$ cat src/rtl/fpusqr_wb_align.sv
// fpusqr_wb_align: aligns sqrt/div result tags with their late data word and
// queues the merged results for a shared writeback port.
//
// Ports
//   clk, rst            clock (rising edge), async active-low reset
//   except              pipeline flush
//   outEn/outII/outOp   result enable (4'b1001 = tag), instruction index, opcode
//   FUreg/FUwen         destination register, result write enable
//   outAltData          result data, arrives DLY cycles after its tag
//   wb_gnt              writeback grant for the current cycle
//   wb_req/wb_reg/wb_II/wb_op/wb_data  FIFO head (zero when empty)
//   ret_en/ret_II       registered retire pulse for the popped entry
//   sq_pause            back-pressure: queued + in-flight results >= DEPTH
//   ovf                 sticky overflow (push into a full FIFO)
module fpusqr_wb_align #(
    parameter logic H     = 1'b0,
    parameter int   DEPTH = 4,
    parameter int   DLY   = 5
) (
    input  logic                      clk,
    input  logic                      rst,
    input  logic                      except,
    input  logic [3:0]                outEn,
    input  logic [9:0]                outII,
    input  logic [12:0]               outOp,
    input  logic [8:0]                FUreg,
    input  logic                      FUwen,
    input  logic [(H ? 84 : 68)-1:0]  outAltData,
    input  logic                      wb_gnt,
    output logic                      wb_req,
    output logic [8:0]                wb_reg,
    output logic [9:0]                wb_II,
    output logic [12:0]               wb_op,
    output logic [(H ? 84 : 68)-1:0]  wb_data,
    output logic                      ret_en,
    output logic [9:0]                ret_II,
    output logic                      sq_pause,
    output logic                      ovf
);
    localparam int W  = H ? 84 : 68;
    localparam int PW = (DEPTH > 1) ? $clog2(DEPTH) : 1;
    localparam int CW = $clog2(DEPTH + 1);
    localparam int IW = $clog2(DLY + 1);
    localparam logic [PW-1:0] LAST = PW'(DEPTH - 1);

    // tag layout: {II[31:22], op[21:9], reg[8:0]}
    logic [DLY-1:0] tagVld;
    logic [31:0]    tagLine [DLY];

    logic [31:0]    memTag  [DEPTH];
    logic [W-1:0]   memData [DEPTH];
    logic [PW-1:0]  rdPtr, wrPtr;
    logic [CW-1:0]  count;
    logic [IW-1:0]  inflight;
    logic [31:0]    occ;

    logic capture, push, pop, full, doWrite;
    logic [31:0] headTag;

    assign capture = FUwen && (outEn == 4'b1001) && !except;
    assign push    = tagVld[DLY-1] && !except;
    assign full    = (count == CW'(DEPTH));
    assign wb_req  = (count != '0);
    assign pop     = wb_req && wb_gnt;
    // a full FIFO can only accept a push when the head leaves in the same cycle
    assign doWrite = push && (!full || pop);

    function automatic logic [PW-1:0] nextPtr(input logic [PW-1:0] p);
        return (p == LAST) ? '0 : p + PW'(1);
    endfunction

    // fixed-latency tag line, never stalls
    always_ff @(posedge clk or negedge rst) begin
        if (!rst) begin
            tagVld <= '0;
            for (int i = 0; i < DLY; i++) tagLine[i] <= '0;
        end else if (except) begin
            tagVld <= '0;
        end else begin
            for (int i = 0; i < DLY; i++) begin
                if (i == 0) begin
                    tagVld[i]  <= capture;
                    tagLine[i] <= {outII, outOp, FUreg};
                end else begin
                    tagVld[i]  <= tagVld[i-1];
                    tagLine[i] <= tagLine[i-1];
                end
            end
        end
    end

    // storage needs no reset: count gates everything that is read
    always_ff @(posedge clk) begin
        if (doWrite) begin
            memTag[wrPtr]  <= tagLine[DLY-1];
            memData[wrPtr] <= outAltData;
        end
    end

    always_ff @(posedge clk or negedge rst) begin
        if (!rst) begin
            rdPtr  <= '0;
            wrPtr  <= '0;
            count  <= '0;
            ovf    <= 1'b0;
            ret_en <= 1'b0;
            ret_II <= '0;
        end else if (except) begin
            rdPtr  <= '0;
            wrPtr  <= '0;
            count  <= '0;
            ret_en <= 1'b0;
        end else begin
            ret_en <= pop;
            if (pop) ret_II <= headTag[31:22];
            if (push && full && !pop) begin
                ovf <= 1'b1;
            end else begin
                if (push) wrPtr <= nextPtr(wrPtr);
                if (pop)  rdPtr <= nextPtr(rdPtr);
                if (push && !pop)      count <= count + CW'(1);
                else if (pop && !push) count <= count - CW'(1);
            end
        end
    end

    always_comb begin
        inflight = '0;
        for (int i = 0; i < DLY; i++) inflight = inflight + IW'(tagVld[i]);
    end

    assign occ      = 32'(count) + 32'(inflight);
    assign sq_pause = (occ >= 32'(DEPTH));

    assign headTag = wb_req ? memTag[rdPtr]  : '0;
    assign wb_data = wb_req ? memData[rdPtr] : '0;
    assign wb_II   = headTag[31:22];
    assign wb_op   = headTag[21:9];
    assign wb_reg  = headTag[8:0];

endmodule
$ cat config.mk
export PLATFORM = sky130hd
export DESIGN_NAME = fpusqr_wb_align
export DESIGN_NICKNAME = d
export VERILOG_FILES = /design/src/rtl/fpusqr_wb_align.sv
export SDC_FILE = /design/constraint.sdc
export NUM_CORES = 1
export LEC_CHECK = 0
export ABC_CLOCK_PERIOD_IN_PS = 7350
export CAP_MARGIN = 0
export CORE_MARGIN = 2
export CORE_UTILIZATION = 60
export CTS_BUF_LIST = sky130_fd_sc_hd__clkbuf_16
export DETAILED_ROUTE_END_ITERATION = 12
export PLACE_DENSITY = 0.9
export SETUP_SLACK_MARGIN = 0.2
export SYNTH_ARGS = -nofsm -noshare
export SYNTH_HDL_FRONTEND = slang
export SYNTH_SLANG_ARGS = --single-unit
$ cat constraint.sdc
create_clock -name clk -period 7.35 [get_ports clk]
set_clock_uncertainty 0.1 [all_clocks]
set_input_delay 1.47 -clock clk [delete_from_list [all_inputs] [get_ports clk]]
set_output_delay 1.47 -clock clk [all_outputs]
set_load 0.05 [all_outputs]
Word-level counts from Yosys, hierarchy flattened

Memories as Yosys holds them, arrays and structs flattened.
Cells that the tools add are included.

Input bits: 109
Bits in writable memories: 400
Flip-flop bits (word level): 184
Logic and storage cells: 71
Memories: 2

Memory list:

| name    | words | width | read ports | clocked after Yosys merged registers in | wr ports | RTL line | text |
|---|---|---|---|---|---|---|---|
| memData | 4     | 68    | 1          | 0                                       | 1        | 51       | `logic [W-1:0] memData [DEPTH];` |
| memTag  | 4     | 32    | 1          | 0                                       | 1        | 50       | `logic [31:0] memTag [DEPTH];` |

Muxes and demuxes: 18
Add/subtract/negate cells: 9
Reduce and logical (&&, ||, !) cells: 23
Eq/ne operators: 5
Bitwise gates (word level): 1
$lt $le $gt $ge: 1

Operators by type and width:

| operator                                                                            | count |
|---|---|
| 68-bit 2-to-1 mux                                                                   | 1 |
| 32-bit 2-to-1 mux                                                                   | 1 |
| 2-bit 2-to-1 mux                                                                    | 8 |
| 3-bit 2-to-1 mux                                                                    | 4 |
| 2-bit AND reduction                                                                 | 5 |
| 1-bit logical AND                                                                   | 9 |
| 3-bit by 1-bit adder with 3-bit output                                              | 2 |
| 3-bit nonzero test                                                                  | 2 |
| 5-bit 2-to-1 mux                                                                    | 1 |
| 2-bit by 1-bit adder with 2-bit output, second input constant                       | 2 |
| 3-bit by 3-bit adder with 4-bit output                                              | 1 |
| 2-bit == test, second input constant                                                | 2 |
| 4-bit == test, second input constant                                                | 1 |
| 4-bit by 3-bit greater-or-equal comparator with 1-bit output, second input constant | 1 |
| 1-bit logical NOT                                                                   | 4 |
| 2-bit nonzero test                                                                  | 2 |
| 2-bit by 1-bit adder with 3-bit output                                              | 1 |
| 3-bit by 1-bit adder with 3-bit output, second input constant                       | 1 |
| 3-bit == test, second input constant                                                | 1 |
| 1-bit 2-to-1 mux                                                                    | 3 |
| 3-bit by 1-bit subtractor with 3-bit output, second input constant                  | 1 |
| 1-bit by 1-bit adder with 2-bit output                                              | 1 |
| 2-bit inequality test, second input constant                                        | 1 |
| 1-bit logical OR                                                                    | 1 |
| 1-bit NOT                                                                           | 1 |

Depth between registers and ports, before layout

Gate-level depths: netlist (run 1).

Depth in word-level cells: 8
Mapped depth: 8
Gate-level depth less buffers: 7

Worst setup path before layout (run 1)

No wires, ideal clock.

Path type: input -> register
Start point: input except
End point: memory memData[0][0] in the netlist's numbering (enable)
Slack: 2.667 ns
Setup time: 0.471 ns
Arrival: 4.112 ns
Required time: 6.779 ns
Stages: 3
Path through: nand2b_1 nor2_1 and2_1

Longest elaborated chain between the ends: 5

Ends and longest elaborated chain:

| item                                   | RTL line | text |
|---|---|---|
| start, declared                        | 22       | `input logic except,` |
| 1-bit logical NOT                      | 61       | `assign push = tagVld[DLY-1] && !except;` |
| 1-bit logical AND                      | 61       |  |
| 1-bit logical AND                      | 66       | `assign doWrite = push && (!full \|\| pop);` |
| 1-bit 2-to-1 mux                       | 94       | `if (doWrite) begin` |
| 1-bit 2-to-1 mux (implied by the code) | 96       | `memData[wrPtr] <= outAltData;` |
| end, declared                          | 51       |  |

No other way between the ends.

Final worst setup path (run 1)

Start point: register rdPtr[1]
End point: output wb_II[5]

Longest elaborated chain between the ends: 2

Ends and longest elaborated chain:

| item                   | RTL line | text |
|---|---|---|
| start, declared        | 52       | `logic [PW-1:0] rdPtr, wrPtr;` |
| start signal, assigned | 120      | `if (pop) rdPtr <= nextPtr(rdPtr);` |
| memory read 4 x 32 bit | --       |  |
| 32-bit 2-to-1 mux      | 135      | `assign headTag = wb_req ? memTag[rdPtr] : '0;` |
| end, declared          | 32       | `output logic [9:0] wb_II,` |

No other way between the ends.

==> summary.md, run 1 <==
| Metric | Value |
|---|---|
| Status | `finished, final reports clean` |
| Register area | `16600 um2` |
| I/O pins | `223` |
| WP data required | `5.78 ns` |
| Post CTS Setup Buffer Count | `0` |
| First DRT Iteration DRCs | `767` |
| DRT Pass-1 Iters | `5` |
| H-Tree Depth | `2` |
| Synth Register Bits | `584` |
| Seq pwr share | `0.506` |
| Area of the multi-input gates | `5330 um2` |
| Port buffer count | `222` |
| Gr ovfl total | `0` |
| Vias | `10700` |
| Clock tree buffer depth | `3` |
| Worst Path Max Fanout | `54` |
| Syn_nets | `1201` |
| Final period utilization | `0.716` |
| Fill count | `2075` |
| Final Hold Fails | `0` |
| # DRC | `0` |
| Clock Latency Late Sink | `0.60 ns` |
| Post-DP HPWL | `23.6 mm` |
| Chip height | `197 um` |
| DR WL/cell | `23.1 um` |
| WL met1 | `17.0 mm` |
| Vias/cell | `5.86` |
| Worst VDD drop | `0.000235 V` |
| Sw Pwr | `1.90 mW` |
| Mapped Area | `22300 um2` |
| Maximum clock frequency | `190 MHz` |
| Initial antenna violation count | `1` |
| Post-Syn Area per Cell | `20.6 um2` |
| Synth warnings | `0` |
| Share of the yosys chip area belonging to registers | `0.746` |
| Total track usage | `0.225` |
| Final Net Count | `1432` |
| Worst-path clk slew | `0.07 ns` |
| CP Class | `flip-flop to output port` |
| Gate power share | `0.127` |
| CTS tree | `built` |
| Vias in the first global route | `11400` |
| Final design instance area without fill | `26700 um2` |
| Number of buffers created by CTS | `56` |
| Crit path time final | `5.26 ns` |
| Min-Delay Path Class | `flip-flop to flip-flop` |
| # Max-Cap Violations | `0` |
| Cell variety after synth | `41` |
| Internal | `5.92 mW` |
| Unrepaired setup endpoints after global routing | `no` |
| # rows | `70` |
| Routed met2 length | `21.2 mm` |
| R2R Setup Slk | `4.27 ns` |
| CP Capture Type | `output port` |
| Slew Limit Fails | `0` |
| Die W | `197 um` |
| Setup tns final | `0 ns` |
| Mapped Cells | `1082` |
| Core Area | `36600 um2` |
| Placed cell areas | `24900 um2` |
| # resized after CTS | `0` |
| CP Launch Type | `flip-flop` |
| First-pass GRT wire length | `65.5 mm` |
| GPL Wtd Cong | `0.715` |
| Wirelength, routed | `42.3 mm` |
| Diode count | `0` |
| Worst Tran Pin Value | `1.05 ns` |
| Largest net degree at the start of global routing | `122` |
| Post-route ant nets | `0` |
| Area delta synth->final | `20.0%` |
| WP data arrival | `3.69 ns` |
| Initial Utilization | `0.608` |
| Fraction of layout cells with a size suffix above 1 | `0.278` |
| Met3 WL post-DR | `3.03 mm` |
| Clock group share of total power | `0.367` |
| Leakage | `9.35 nW` |
| Max layer used | `met5` |
| Hold Buf Count CTS | `0` |
| Clk sinks | `584` |
| Die area | `38700 um2` |
| Max_slew headroom | `0.299` |
| Power per cell area | `293 nW/um2` |
| Net Sw Frac | `0.243` |
| CTS root buffer | `clkbuf_16` |
| Final setup fails | `0` |
stage by stage:
step,power [mW],cells,hold WS [ns],util,setup slack (ns)
global placement,4.96,1723,0.357,0.680,2.68
floorplan,4.63,1082,0.364,-,2.67
finish,7.83,1829,0.398,0.730,2.09
global route,8.08,1829,0.404,0.730,1.88
detailed placement,5.01,1723,0.369,0.680,2.64
CTS,7.89,1829,0.397,0.730,1.99
layout by cell type, fill, tap and decap left out, drive strengths merged, types with 4 or more instances in the layout:
master / n
ha: 7
edfxtp: 400
bufinv: 8
clkbuf: 58
xor2: 4
nor2: 6
dfrtp: 184
and2: 104
buf: 10
mux2: 170
clkdlybuf4s50: 220
clkinv: 22
mux4: 100
inv: 27
nor2b: 4
o21ai: 4
state kept, by name, summed over array words and instances (netlist names):
| name | flops |
|---|---|
| count | 3 |
| memData | 272 |
| memTag | 128 |
| ovf | 1 |
| rdPtr | 2 |
| ret_II | 10 |
| ret_en | 1 |
| tagLine | 160 |
| tagVld | 5 |
| wrPtr | 2 |
worst max-delay path, cell delays in order, from the launching register on:
cell and delay, ns:
dfrtp_4 0.97, buf_4 0.73, mux4_2 0.37, and2_1 0.16, clkdlybuf4s50_1 0.86
logic make-up (layout without fill, tap and decap cells):
family / after synthesis / count (layout) / synth area share
DFF: 584 / 584 / 0.746
muxes: 270 / 270 / 0.189
and+or+nand+nor: 129 / 129 / 0.0359
buffers and inverters: 67 / 346 / 0.0156
adders and majority gates: 10 / 10 / 0.00663
xor gates and xnor gates: 4 / 4 / 0.00157
AOI/OAI and AO/OA: 18 / 18 / 0.00584
worst paths after layout:
| kind | startpoint | end | cells past startpoint |
|---|---|---|---|
| setup / recovery | rdPtr[1]$_DFFE_PN0P_ | wb_II[5] | 4 |
| hold / removal | tagLine[81]$_DFFE_PN0N_ | tagLine[49]$_DFFE_PN0N_ | 1 |
| setup reg to reg | tagVld[4]$_DFF_PN0_ | memData[0][61]$_DFFE_PP_ | 4 |
| hold reg to reg | tagLine[81]$_DFFE_PN0N_ | tagLine[49]$_DFFE_PN0N_ | 1 |
| max in group asynchronous | rst | tagLine[140]$_DFFE_PN0N_ | 2 |
| min in group asynchronous | rst | tagLine[158]$_DFFE_PN0N_ | 1 |
cells in the mapped netlist:
cell	count	share of area
buf_4	9	0.0030
o31ai_2	1	0.00056
o2111ai_1	2	0.00079
nor2b_1	4	0.0011
a31oi_1	1	0.00028
o41a_1	1	0.00051
o21ai_0	4	0.00090
buf_6	3	0.0015
buf_2	31	0.0070
and2_1	104	0.029
or3_1	1	0.00028
nor2_1	6	0.0010
edfxtp_1	400	0.54
nor3_1	2	0.00045
o31ai_1	1	0.00034
or3b_2	1	0.00039
a221oi_1	1	0.00039
xor2_1	4	0.0016
nand2b_1	1	0.00028
nand2_1	2	0.00034
o311ai_0	1	0.00039
o21a_1	1	0.00034
nand3_1	2	0.00045
clkbuf_2	1	0.00022
a31o_2	1	0.00039
fa_1	3	0.0027
mux2_2	161	0.081
nand3b_1	2	0.00067
mux4_2	100	0.10
mux2_4	9	0.0061
inv_1	9	0.0015
buf_1	3	0.00051
ha_1	7	0.0039
a21oi_1	3	0.00067
nor4b_2	1	0.00067
or2_2	1	0.00028
dfrtp_1	184	0.21
or4_1	1	0.00034
nand4b_1	1	0.00039
o22ai_1	1	0.00028
clkbuf_1	11	0.0019
per-layer routing:
layer	global-route usage	vias to the layer above
li1	-	4680
met1	0.309	5571
met2	0.373	394
met3	0.0421	72
met4	0.0752	2
met5	0	-
final cells by class:
| type | count | share of cell area |
|---|---|---|
| Tap cell | 468 | 0.0219 |
| Sequential cell | 584 | 0.622 |
| Inverter | 9 | 0.00126 |
| Clock inverter | 49 | 0.0161 |
| Timing Repair Buffer | 231 | 0.0863 |
| Clock buffer | 57 | 0.0534 |
| Multi-Input combinational cell | 431 | 0.199 |
power groups by stage:
| stage | Clock [mW] | Combinational (mW) | Sequential, mW |
|---|---|---|---|
| after floorplan | 0 | 0.592 | 4.04 |
| after global routing | 3.05 | 1.05 | 3.99 |
| after global placement | 0 | 0.966 | 4.00 |
| final | 2.87 | 0.995 | 3.96 |
| after detailed placement | 0 | 0.993 | 4.02 |
| after CTS | 2.93 | 1.01 | 3.96 |
(Power assumes the default switching activity.)
==> inputs of run 2 (changes only) <==
--- a/config.mk
+++ b/config.mk
@@ -5,13 +5,13 @@
 export SDC_FILE = /design/constraint.sdc
 export NUM_CORES = 1
 export LEC_CHECK = 0
-export ABC_CLOCK_PERIOD_IN_PS = 7350
+export ABC_CLOCK_PERIOD_IN_PS = 4450
 export CAP_MARGIN = 0
 export CORE_MARGIN = 2
-export CORE_UTILIZATION = 60
+export CORE_UTILIZATION = 51
 export CTS_BUF_LIST = sky130_fd_sc_hd__clkbuf_16
 export DETAILED_ROUTE_END_ITERATION = 12
-export PLACE_DENSITY = 0.9
+export PLACE_DENSITY = 0.82
 export SETUP_SLACK_MARGIN = 0.2
 export SYNTH_ARGS = -nofsm -noshare
 export SYNTH_HDL_FRONTEND = slang
==> constraint.sdc (replaced) <==
create_clock -name clk -period 4.45 [get_ports clk]
set_clock_uncertainty 0.1 [all_clocks]
set_input_delay 0.89 -clock clk [delete_from_list [all_inputs] [get_ports clk]]
set_output_delay 0.89 -clock clk [all_outputs]
set_load 0.05 [all_outputs]
==> summary.md, run 2 (same netlist as run 1, synthesis figures left out) <==
| Metric | Value |
|---|---|
| Worst Path Max Fanout | `35 (-35%)` |
| CTS tree | `built` |
| Post-DP HPWL | `24.3 mm (+2.9%)` |
| GPL Wtd Cong | `0.705 (-1.3%)` |
| Biggest regs | `memData: 272 flops, tagLine: 160 flops, memTag: 128 flops` |
| Slowest CP cell | `dfrtp_4` |
| Final Net Count | `1444 (+0.84%)` |
| Clock group share of total power | `0.352 (-0.015)` |
| Fill count | `2997 (+44%)` |
| Slew Limit Fails | `0 (unchanged)` |
| Die area | `45400 um2 (+17%)` |
| Unrepaired setup endpoints after global routing | `no` |
| Area of the multi-input gates | `5330 um2 (unchanged)` |
| WP data required | `3.46 ns (-2.32 ns)` |
| Final design instance area without fill | `27000 um2 (+0.85%)` |
| Gr ovfl total | `0 (unchanged)` |
| Status | `finished, final reports clean` |
| First DRT Iteration DRCs | `596 (-22%)` |
| Pwr Total | `12.6 mW (+61%)` |
| Setup tns final | `0 ns (unchanged)` |
| Reg2Reg Depth | `6 (+2)` |
| Max_slew headroom | `0.409 (+0.111)` |
| Clock tree buffer depth | `3 (unchanged)` |
| Initial antenna violation count | `0 (-1)` |
| Net Sw Frac | `0.243 (-0.000419)` |
| Worst VDD drop | `0.000295 V (+26%)` |
| Core Area | `43100 um2 (+18%)` |
| # rows | `76 (+8.6%)` |
| Clock Latency Late Sink | `0.59 ns (about the same)` |
| Port buffer count | `222 (unchanged)` |
| Hold Slack | `0.243 ns (-0.155 ns)` |
| Final period utilization | `0.918` |
| Worst Tran Pin Value | `0.886 ns (-0.166 ns)` |
| CP Capture Type | `output port` |
| RR Endpoint | `count[1]$_DFFE_PN0P_` |
| CP Class | `flip-flop to output port` |
| First-pass GRT wire length | `63.0 mm (-3.9%)` |
| Max FFs per register | `272 (unchanged)` |
| Post CTS Setup Buffer Count | `0 (unchanged)` |
| CP Buf/Inv Count | `2 (unchanged)` |
| H-Tree Depth | `2 (unchanged)` |
| Most common cell after layout, fill and taps aside | `edfxtp_1` |
| # Max-Cap Violations | `0 (unchanged)` |
| Worst-path cell chain | `buf_4 -> mux4_2 -> and2_1 -> clkdlybuf4s50_1` |
| Crit path time final | `4.08 ns` |
| Levels on crit path | `4 (unchanged)` |
| Number of buffers created by CTS | `57 (+1.8%)` |
| Final Hold Fails | `0 (unchanged)` |
| CTS root buffer | `clkbuf_16` |
| Placed Cells | `1851 (+7.4%)` |
| Clk sinks | `584 (unchanged)` |
| RR Startpoint | `count[1]$_DFFE_PN0P_` |
| Area delta synth->final | `21.0%` |
| Hold Buf Count CTS | `0 (unchanged)` |
| CP delay by family, top | `buffers and inverters` |
| Most frequent cells in the layout | `400 x edfxtp_1, 219 x clkdlybuf4s50_1, 182 x dfrtp_1` |
| Fraction of layout cells with a size suffix above 1 | `0.274 (-0.00394)` |
| Layout Utilization | `0.626 (-0.104)` |
| Register area | `16600 um2 (unchanged)` |
| Top reg by flops | `memData` |
| Finished Layout Cells | `1951 (+6.7%)` |
| Vias in the first global route | `11200 (-1.3%)` |
| Final Worst Setup Slack | `0.367 ns (-1.72 ns)` |
| Maximum clock frequency | `245 MHz` |
| Total track usage | `0.183 (-0.0423)` |
| I/O pins | `223 (unchanged)` |
| Vias | `10600 (-1.3%)` |
| # DRC | `0 (unchanged)` |
| Chip height | `213 um (+8.3%)` |
| Final setup fails | `0 (unchanged)` |
| Worst-path clk slew | `0.06 ns (about the same)` |
| Worst slack at placement | `0.875 ns (-1.77 ns)` |
| Initial Utilization | `0.517 (-0.0913)` |
| Power per cell area | `468 nW/um2 (+60%)` |
| WP data arrival | `3.09 ns (-0.60 ns)` |
| Sw Pwr | `3.06 mW (+61%)` |
| Min-Delay Path Class | `input pin to async pin` |
| Largest net degree at the start of global routing | `97 (-20%)` |
| Gate power share | `0.132 (+0.005)` |
| Seq pwr share | `0.516 (+0.010)` |
| Leakage | `9.37 nW (+0.13%)` |
| Diode count | `0 (unchanged)` |
| Post-route ant nets | `0 (unchanged)` |
| DR WL/cell | `20.8 um (-10%)` |
| DRT Pass-1 Iters | `4 (-1)` |
| R2R Setup Slk | `1.84 ns (-2.43 ns)` |
| Placed cell areas | `25200 um2 (+1.4%)` |
| Wirelength, routed | `40.6 mm (-4.0%)` |
| Internal | `9.55 mW (+61%)` |
| Largest stage delay, worst path | `0.82 ns (-0.15 ns)` |
| CP Launch Type | `flip-flop` |
| Die W | `213 um (+8.3%)` |
| Vias/cell | `5.42 (-7.5%)` |
run 2: cell count changes in the layout (fill, tap and decap cells not counted), sizes merged:
| cell | before | now |
|---|---|---|
| bufinv | 8 | 3 |
| clkdlybuf4s50 | 220 | 219 |
| buf | 10 | 21 |
| clkinv | 22 | 21 |
| clkbuf | 58 | 60 |
| inv | 27 | 24 |
| clkinvlp | 1 | 2 |
| dlygate4sd2 | 0 | 1 |
run 2: power groups by stage:
stage / Clock (mW) / Sequential [mW] / Combinational (mW)
final: 4.44 / 6.50 / 1.67
after floorplan: 0 / 6.67 / 0.977
after detailed placement: 0 / 6.61 / 1.68
after global placement: 0 / 6.57 / 1.65
after CTS: 4.54 / 6.51 / 1.69
after global routing: 4.75 / 6.56 / 1.77
run 2: layer usage:
| layer | vias up | track usage | part of all wire |
|---|---|---|---|
| li1 | 4694 | - | - |
| met1 | 5573 | 0.243 | 0.41 |
| met2 | 240 | 0.312 | 0.51 |
| met3 | 68 | 0.0302 | 0.052 |
| met4 | 0 | 0.0588 | 0.023 |
| met5 | - | 0 | 0 |
run 2: area by class of cell:
cell class,instances,area share
tap,585,0.0271
multi-input combinational,431,0.198
timing repair buffer,242,0.0934
inverter,9,0.00125
sequential,584,0.617
clock inverter,41,0.00933
clock buffer,59,0.0548
run 2: worst max-delay path by stage:
stage | slack (ns) | endpoint | startpoint
3_5_place_dp | 0.87 | sq_pause | tagVld[0]$_DFF_PN0_
2_1_floorplan | 0.35 | memData[0][0]$_DFFE_PP_ | except
5_1_grt | 0.23 | wb_op[7] | rdPtr[1]$_DFFE_PN0P_
4_1_cts | 0.21 | wb_II[1] | rdPtr[0]$_DFFE_PN0P_
6_report | 0.37 | wb_data[55] | rdPtr[1]$_DFFE_PN0P_
3_3_place_gp | 0.89 | sq_pause | tagVld[0]$_DFF_PN0_
run 2: timing repair:
| action | in CTS | in global routing |
|---|---|---|
| resized for setup | 1 | 1 |
| setup endpoints to repair | 1 | 4 |
| cloned | 0 | 0 |
run 2: worst register-to-register path, cell delays in order, from the launching register on:
cell,delay [ns]
dfrtp_1,0.51
or3_4,0.63
a21oi_1,0.25
fa_1,0.46
inv_1,0.08
o2111ai_1,0.11
a221oi_1,0.36
